--- config.mk ---
export PLATFORM = sky130hd
export DESIGN_NAME = load_store_unit_flat
export DESIGN_NICKNAME = d
export VERILOG_FILES = /design/src/rtl/load_store_unit_pkg.sv /design/src/rtl/load_store_unit_if.sv /design/src/rtl/load_store_unit_load_extend.sv /design/src/rtl/load_store_unit.sv /design/src/flat_wrapper.sv
export SDC_FILE = /design/constraint.sdc
export NUM_CORES = 1
export LEC_CHECK = 0
export ABC_AREA = 1
export CORE_AREA = 3 3 177 179
export DETAILED_ROUTE_END_ITERATION = 6
export DIE_AREA = 0 0 180 182
export GPL_ROUTABILITY_DRIVEN = 0
export PLACE_DENSITY = 0.78
export SYNTH_ARGS = -nofsm -noshare
export SYNTH_HDL_FRONTEND = slang
export SYNTH_SLANG_ARGS = --single-unit
export TNS_END_PERCENT = 1
--- constraint.sdc ---
create_clock -name Clk -period 1.4 [get_ports Clk]
set_clock_uncertainty 0.05 [all_clocks]
set_input_delay 0.28 -clock Clk [delete_from_list [all_inputs] [get_ports Clk]]
set_output_delay 0.28 -clock Clk [all_outputs]
set_load 0.05 [all_outputs]
--- src/rtl/load_store_unit_pkg.sv ---
// Shared types for the load/store unit: access size encoding, FSM states and the default memory latency.
// Pure declarations, no logic and no latency.
// No flow control of its own.
package lsu_pkg;

    typedef enum logic [1:0] {
        SZ_D = 2'b00,
        SZ_W = 2'b01,
        SZ_H = 2'b10,
        SZ_B = 2'b11
    } size_t;

    typedef enum logic [1:0] {
        IDLE      = 2'b00,
        STORE     = 2'b01,
        LOAD_WAIT = 2'b10,
        RESP      = 2'b11
    } lsu_state_t;

    localparam int MEM_RD_LAT_DEFAULT = 1;

    // Number of bytes touched by an access of the given size.
    function automatic int unsigned size_bytes(size_t sz);
        return 32'd8 >> sz;
    endfunction

endpackage

--- src/rtl/load_store_unit_if.sv ---
// Request/response and data-memory bundle between the execute stage, the load/store unit and the memory.
// Wires only, no latency.
// req_valid is held by the requester until req_ready; memory side has no flow control.
interface load_store_unit_if;
    import lsu_pkg::*;

    logic        req_valid;
    logic        req_ready;
    logic        req_we;
    size_t       req_size;
    logic        req_unsigned;
    logic [63:0] req_addr;
    logic [63:0] req_wdata;

    logic        resp_valid;
    logic [63:0] resp_rdata;

    logic [63:0] mem_raddress;
    logic [63:0] mem_waddress;
    logic [63:0] mem_datain;
    logic        mem_wr;
    size_t       mem_tam;
    logic [63:0] mem_dataout;

    // Requester plus memory: everything around the unit.
    modport master (
        output req_valid, req_we, req_size, req_unsigned, req_addr, req_wdata,
        input  req_ready, resp_valid, resp_rdata,
        input  mem_raddress, mem_waddress, mem_datain, mem_wr, mem_tam,
        output mem_dataout
    );

    // The load/store unit itself.
    modport slave (
        input  req_valid, req_we, req_size, req_unsigned, req_addr, req_wdata,
        output req_ready, resp_valid, resp_rdata,
        output mem_raddress, mem_waddress, mem_datain, mem_wr, mem_tam,
        input  mem_dataout
    );

endinterface

--- src/rtl/load_store_unit_load_extend.sv ---
// Extracts the low doubleword/word/half/byte of memory read data and sign- or zero-extends it to 64 bits.
// Purely combinational, zero latency.
// No flow control.
module load_extend
    import lsu_pkg::*;
(
    input  logic [63:0] raw,
    input  size_t       size,
    input  logic        is_unsigned,
    output logic [63:0] ext
);

    logic fill;

    // The memory already aligns the addressed byte to bit 0, so only the width and fill bit vary.
    always_comb begin
        ext  = raw;
        fill = 1'b0;
        case (size)
            SZ_W: begin
                fill = ~is_unsigned & raw[31];
                ext  = {{32{fill}}, raw[31:0]};
            end
            SZ_H: begin
                fill = ~is_unsigned & raw[15];
                ext  = {{48{fill}}, raw[15:0]};
            end
            SZ_B: begin
                fill = ~is_unsigned & raw[7];
                ext  = {{56{fill}}, raw[7:0]};
            end
            default: ext = raw;
        endcase
    end

endmodule

--- src/rtl/load_store_unit.sv ---
// Single-outstanding load/store initiator for the byte-banked 64-bit data memory.
// Store: mem_wr one cycle after accept, response one cycle later; load: response MEM_RD_LAT+2 cycles after accept.
// req_ready only in IDLE; requests offered while busy are ignored, nothing is queued.
module load_store_unit
    import lsu_pkg::*;
#(
    parameter int MEM_RD_LAT = MEM_RD_LAT_DEFAULT
) (
    input logic               Clk,
    input logic               reset,
    load_store_unit_if.slave  bus
);

    localparam int CNT_W = (MEM_RD_LAT < 1) ? 1 : $clog2(MEM_RD_LAT + 1);

    lsu_state_t         state;
    lsu_state_t         state_next;
    logic [CNT_W-1:0]   cnt;
    logic               accept;

    size_t              size_q;
    logic               uns_q;
    logic [63:0]        raddr_q;
    logic [63:0]        waddr_q;
    logic [63:0]        wdata_q;
    logic [63:0]        rdata_q;
    logic [63:0]        ext_data;

    assign accept = (state == IDLE) && bus.req_valid;

    // Next-state logic: a store spends one cycle driving the write, a load waits out the read latency.
    always_comb begin
        state_next = state;
        case (state)
            IDLE:      if (bus.req_valid) state_next = bus.req_we ? STORE : LOAD_WAIT;
            STORE:     state_next = RESP;
            LOAD_WAIT: if (cnt == '0) state_next = RESP;
            RESP:      state_next = IDLE;
            default:   state_next = IDLE;
        endcase
    end

    // State register and read-latency countdown.
    always_ff @(posedge Clk) begin
        if (reset) begin
            state <= IDLE;
            cnt   <= '0;
        end else begin
            state <= state_next;
            if (accept) begin
                cnt <= CNT_W'(MEM_RD_LAT);
            end else if (state == LOAD_WAIT && cnt != '0) begin
                cnt <= cnt - 1'b1;
            end
        end
    end

    // Request capture; the memory-facing address/data registers hold until the next request of their kind.
    always_ff @(posedge Clk) begin
        if (reset) begin
            size_q  <= SZ_D;
            uns_q   <= 1'b0;
            raddr_q <= '0;
            waddr_q <= '0;
            wdata_q <= '0;
        end else if (accept) begin
            size_q <= bus.req_size;
            uns_q  <= bus.req_unsigned;
            if (bus.req_we) begin
                waddr_q <= bus.req_addr;
                wdata_q <= bus.req_wdata;
            end else begin
                raddr_q <= bus.req_addr;
            end
        end
    end

    load_extend u_extend (
        .raw         (bus.mem_dataout),
        .size        (size_q),
        .is_unsigned (uns_q),
        .ext         (ext_data)
    );

    // Load result capture in the last wait cycle; holds until the next load completes.
    always_ff @(posedge Clk) begin
        if (reset) begin
            rdata_q <= '0;
        end else if (state == LOAD_WAIT && cnt == '0) begin
            rdata_q <= ext_data;
        end
    end

    // Write enable is gated by reset so a reset landing in the store cycle drops the write.
    assign bus.req_ready    = (state == IDLE) && !reset;
    assign bus.resp_valid   = (state == RESP) && !reset;
    assign bus.resp_rdata   = rdata_q;
    assign bus.mem_wr       = (state == STORE) && !reset;
    assign bus.mem_raddress = raddr_q;
    assign bus.mem_waddress = waddr_q;
    assign bus.mem_datain   = wdata_q;
    assign bus.mem_tam      = size_q;

endmodule
--- src/flat_wrapper.sv ---
// flat-port wrapper written by rule: the top's interface ports become plain ports
module load_store_unit_flat import lsu_pkg::*;
#(
    parameter int MEM_RD_LAT = MEM_RD_LAT_DEFAULT
)
  (Clk, reset, bus_req_valid, bus_req_we, bus_req_size, bus_req_unsigned, bus_req_addr, bus_req_wdata, bus_req_ready, bus_resp_valid, bus_resp_rdata, bus_mem_raddress, bus_mem_waddress, bus_mem_datain, bus_mem_wr, bus_mem_tam, bus_mem_dataout);
  load_store_unit_if bus_i ();
  input logic Clk;
  input logic reset;
  input wire logic [$bits(bus_i.req_valid)-1:0] bus_req_valid;
  input wire logic [$bits(bus_i.req_we)-1:0] bus_req_we;
  input wire logic [$bits(bus_i.req_size)-1:0] bus_req_size;
  input wire logic [$bits(bus_i.req_unsigned)-1:0] bus_req_unsigned;
  input wire logic [$bits(bus_i.req_addr)-1:0] bus_req_addr;
  input wire logic [$bits(bus_i.req_wdata)-1:0] bus_req_wdata;
  output wire logic [$bits(bus_i.req_ready)-1:0] bus_req_ready;
  output wire logic [$bits(bus_i.resp_valid)-1:0] bus_resp_valid;
  output wire logic [$bits(bus_i.resp_rdata)-1:0] bus_resp_rdata;
  output wire logic [$bits(bus_i.mem_raddress)-1:0] bus_mem_raddress;
  output wire logic [$bits(bus_i.mem_waddress)-1:0] bus_mem_waddress;
  output wire logic [$bits(bus_i.mem_datain)-1:0] bus_mem_datain;
  output wire logic [$bits(bus_i.mem_wr)-1:0] bus_mem_wr;
  output wire logic [$bits(bus_i.mem_tam)-1:0] bus_mem_tam;
  input wire logic [$bits(bus_i.mem_dataout)-1:0] bus_mem_dataout;
  assign bus_i.req_valid = bus_req_valid;
  assign bus_i.req_we = bus_req_we;
  assign bus_i.req_size = bus_req_size;
  assign bus_i.req_unsigned = bus_req_unsigned;
  assign bus_i.req_addr = bus_req_addr;
  assign bus_i.req_wdata = bus_req_wdata;
  assign bus_req_ready = bus_i.req_ready;
  assign bus_resp_valid = bus_i.resp_valid;
  assign bus_resp_rdata = bus_i.resp_rdata;
  assign bus_mem_raddress = bus_i.mem_raddress;
  assign bus_mem_waddress = bus_i.mem_waddress;
  assign bus_mem_datain = bus_i.mem_datain;
  assign bus_mem_wr = bus_i.mem_wr;
  assign bus_mem_tam = bus_i.mem_tam;
  assign bus_i.mem_dataout = bus_mem_dataout;
  load_store_unit #(.MEM_RD_LAT(MEM_RD_LAT)) u_core (.Clk(Clk), .reset(reset), .bus(bus_i));
endmodule
* After elaboration in Yosys (flattened, before gate mapping) *
Cells that the tools add are included.

operators by class
  add/sub/neg operators = 1
  eq/ne operators = 8
  mux-type cells = 7
  bitwise operators = 6
  reduce and logical (&&, ||, !) cells = 12

operators by type and width
  kind                 count
  $pmux 64 s3          1
  $eq 2x2->1 const B   4
  $pmux 2 s4           1
  $logic_and 1x1->1    6
  $mux 2               3
  $reduce_and 2->1     3
  $eq 2x1->1 const B   2
  $ne 2x2->1 const B   2
  $and 1x1->1          3
  $not 1->1            3
  $logic_not 2->1      1
  $mux 1               2
  $reduce_bool 2->1    1
  $logic_not 1->1      1
  $sub 1x1->1 const B  1

storage, ports and cells
  bits in registers = 262
  input bits = 199

* Longest topological paths before layout *
  depth after elaboration = 4
  mapped depth = 9

* Hierarchy *
A second synthesis with hierarchy kept.

unflattened totals
  cell total of the unflattened synthesis = 1459
  area, all modules = 10553.9 um2

by module, submodules not included
  module           times used  cells each  area each (um2)  sequential area each (um2)
  load_store_unit  1           1307        9758.1           5245.0
  load_extend      1           152         795.8            0.0

* Worst setup path after synthesis *
OpenSTA, ideal clock, no wires.

  path type = register to output
  start point = reg u_core.state[0]
  end point = out bus_req_ready
  arrival = 1.327 ns
  required time = 1.070 ns
  path slack = -0.257 ns
  cell stages (with the launch flop) = 5
  cell sequence = dfxtp_1 > inv_1 > ha_1 > inv_1 > nor2_1

between the ends
  longest elaborated chain between the ends = 2

ends and longest elaborated chain
  what                    RTL line               text
  from (decl)             load_store_unit.sv:16  lsu_state_t state;
  from (signal assigned)  load_store_unit.sv:49  state <= state_next;
  $logic_not 2->1         load_store_unit.sv:95  assign bus.req_ready = (state == IDLE) && !reset;
  $logic_and 1x1->1       load_store_unit.sv:95
  to (decl)               flat_wrapper.sv:16     output wire logic [$bits(bus_i.req_ready)-1:0] bus_req_ready;

Every way passes these cells.

* Worst setup path after layout *
  start point = reg u_core.state[1]
  end point = out bus_mem_wr

between the ends
  longest elaborated chain between the ends = 2

ends and longest elaborated chain
  what               RTL line               text
  $eq 2x1->1         load_store_unit.sv:98  assign bus.mem_wr = (state == STORE) && !reset;
  $logic_and 1x1->1  load_store_unit.sv:98
  to (decl)          flat_wrapper.sv:22     output wire logic [$bits(bus_i.mem_wr)-1:0] bus_mem_wr;

Every way passes these cells.

==> results.json <==
{
  "outcome": "finished, violations left",
  "violations": "setup timing",
  "critPathKind": "reg -> out",
  "hp-class": "in -> reg",
  "period_share_pct": 128,
  "finalWorstSetupSlack_ns": -0.392,
  "r2r_cells": 9,
  "required_ns": 1.07,
  "sequentialPowerShare_pct": 31.7,
  "fp.coreArea_um2": 29700,
  "clock_latency_ns": 0.54,
  "routedWlPerCell_um": 19.0,
  "detail-route-antenna-nets": 0,
  "finalSetupViolCount": 261,
  "slowest_delay_ns": 0.35,
  "wl_met3_um": 3940,
  "p_int_uw": 19800,
  "rows": 63,
  "crit_top_cell": "buf_6",
  "clockRootBuffer": "clkbuf_16",
  "cpMaxStageDelayCell": "dfxtp_4",
  "rrSetupSlack_ns": -0.28,
  "cts_inserted_buffers": 29,
  "syn_area_um2": 10100,
  "grt_pass1_wl_um": 63600,
  "crit_chain": "inv_4, buf_6, ha_4, inv_2, nor2_2, buf_6",
  "avgSynthCellArea_um2": 7.66,
  "cp-startpoint": "u_core.state[1]",
  "syn_nets": 1523,
  "r2r-end": "u_core.bus.resp_rdata[49]",
  "port_buffers": 459,
  "final_cell_mix": "buf_12 (276), nor2_1 (257), dfxtp_2 (244), nand2_1 (200), clkdlybuf4s50_1 (196)",
  "p_per_area_nw_per_um2": 1580,
  "drc": 0,
  "synth_warnings": 0,
  "finalHoldViolCount": 0,
  "routed_via_density": 5.11,
  "synthCells": 1319,
  "p_switching_uw": 11200,
  "antenna_found_initial": 2,
  "startpoint_type": "flip-flop",
  "cap_violations": 0,
  "crit_fanout": 3,
  "ys_types": 22,
  "final_nets": 1978,
  "initial_utilization_pct": 34.0,
  "wl_met2_um": 21100,
  "cts_tree": "yes",
  "fp.dieW_um": 180,
  "period_needed_ns": 1.79,
  "drtPass1Iterations": 6,
  "post-dp-hpwl_um": 28700,
  "place_ws_ns": -0.400,
  "leakagePower_uw": 0.00782,
  "switching_share_pct": 36.2,
  "final_common_cell": "buf_12",
  "clk_path_buf_depth": 3,
  "power_uw": 31000,
  "p_clk_share_pct": 26.7,
  "slew_headroom_pct": 71.6,
  "num_io_pins": 460,
  "fmax_mhz": 558,
  "finalSetupTns_ns": -36.73,
  "tightest_slew_ns": 0.426,
  "critPathCapture": "bus_mem_wr",
  "cts.sink_count": 262,
  "combPwrFrac_pct": 41.6,
  "yosysSeqAreaShare_pct": 51.9,
  "vias": 11200,
  "clk_pin_slew_ns": 0.07,
  "endpoint_kind": "output port",
  "yosys_register_bits": 262,
  "slew_violations": 0,
  "drtIter0Drc": 765,
  "rsz0062_at_grt": "true",
  "die_h_um": 182,
  "topRoutingLayerUsed": "met4",
  "rr_startpoint": "u_core.state[1]",
  "fill_cells": 2048,
  "die_area_um2": 32800,
  "cp.arrival_ns": 1.46,
  "grt_use_total_pct": 23.9,
  "area_delta_synth_final_pct": 94.3,
  "htree_num_levels": 1,
  "met1_length_um": 14200,
  "finalWirelength_um": 41500,
  "drive_above_1_share_pct": 39.3,
  "ir_drop_mv": 1.20,
  "grt_max_degree": 75,
  "grt_overflow": 0,
  "grt_pass1_vias": 11500
}
## worst min path at each step
stage	slack [ns]	to	cells past startpoint	start
after floorplan	0.36	u_core.bus.resp_rdata[0]	2	bus_mem_dataout[0]
after global placement	0.43	u_core.bus.mem_waddress[49]	2	u_core.bus.mem_waddress[49]
after detailed placement	0.44	u_core.bus.mem_waddress[62]	2	u_core.bus.mem_waddress[62]
after CTS	0.19	u_core.bus.mem_waddress[52]	4	bus_req_we
after global routing	0.22	u_core.bus.mem_waddress[39]	4	bus_req_we
final	0.22	u_core.bus.mem_waddress[52]	4	bus_req_we
## through the flow
step	instance area (um^2)	utilization, %	std cells	hold slack, ns
floorplan	10100	-	1319	0.365
global placement	17800	59.9	2123	0.434
detailed placement	17800	59.9	2123	0.440
CTS	19500	65.5	2184	0.192
global route	19600	66.1	2188	0.217
finish	19600	66.1	2188	0.218
## cells in the mapped netlist (all sizes together)
library cell | n | area (um^2)
a21boi | 1 | 7.51
a21oi | 134 | 671
buf | 73 | 528
clkbuf | 36 | 135
clkinv | 2 | 10.0
dfxtp | 262 | 5250
ha | 5 | 62.6
inv | 32 | 123
nand2 | 206 | 791
nand3 | 161 | 818
nor2 | 273 | 1040
o21ai | 134 | 671
## layer usage
metal,GRT usage (%),up-vias
met5,0,-
met4,11.9,0
met3,7.47,129
met2,43.6,586
met1,24.7,5251
li1,-,5219
## state kept, by name (all words and copies together), names as in the netlist
name / cells
u_core.bus.mem_tam: 2
u_core.bus.mem_waddress: 64
u_core.state: 2
u_core.bus.mem_raddress: 64
u_core.uns_q: 1
u_core.cnt: 1
u_core.bus.mem_datain: 64
u_core.bus.resp_rdata: 64
## final cells by class
type | instances | area [um^2] | area share [%]
Timing Repair Buffer | 533 | 8070 | 41.1
Sequential cell | 262 | 5610 | 28.6
Multi-Input combinational cell | 914 | 4280 | 21.8
Clock buffer | 44 | 862 | 4.39
Tap cell | 390 | 488 | 2.49
Clock inverter | 9 | 174 | 0.886
Inverter | 34 | 140 | 0.714
Antenna cell | 2 | 5.00 | 0.0255
## critical path: cells and delay by family, from the launching register on
| kind | cells | cell delay, ns |
|---|---|---|
| flip-flops | 1 | 0.35 |
| AND/OR/NAND/NOR | 1 | 0.08 |
| buffers and inverters | 4 | 0.37 |
| adder cells (fa/ha/maj) | 1 | 0.11 |
## power groups by stage
| stage | Sequential [uW] | Clock [uW] | Combinational, uW |
|---|---|---|---|
| 2_1_floorplan | 12500 | 0 | 2960 |
| 3_3_place_gp | 9680 | 0 | 12000 |
| 3_5_place_dp | 9720 | 0 | 12200 |
| 4_1_cts | 9810 | 8380 | 12700 |
| 5_1_grt | 9950 | 8670 | 13500 |
| 6_report | 9840 | 8270 | 12900 |
## cells by family after synthesis
| logic type | count (synthesis) | synth area share, % |
|---|---|---|
| AOI/OAI and AO/OA | 269 | 13.4 |
| and+or+nand+nor | 640 | 26.2 |
| DFF | 262 | 51.9 |
| adders and majority gates | 5 | 0.619 |
| buffers and inverters | 143 | 7.88 |
## repair_timing
action | CTS | global route
pin swaps | 28 | 38
gates resized for setup | 318 | 73
cloned | 2 | 0
hold endpoints to repair | 3 | 0
buffers inserted | 5 | 2
endpoints found under the setup margin | 519 | 355
hold buffers | 1 | 0
Note: power is estimated with default switching activity, not from simulation.
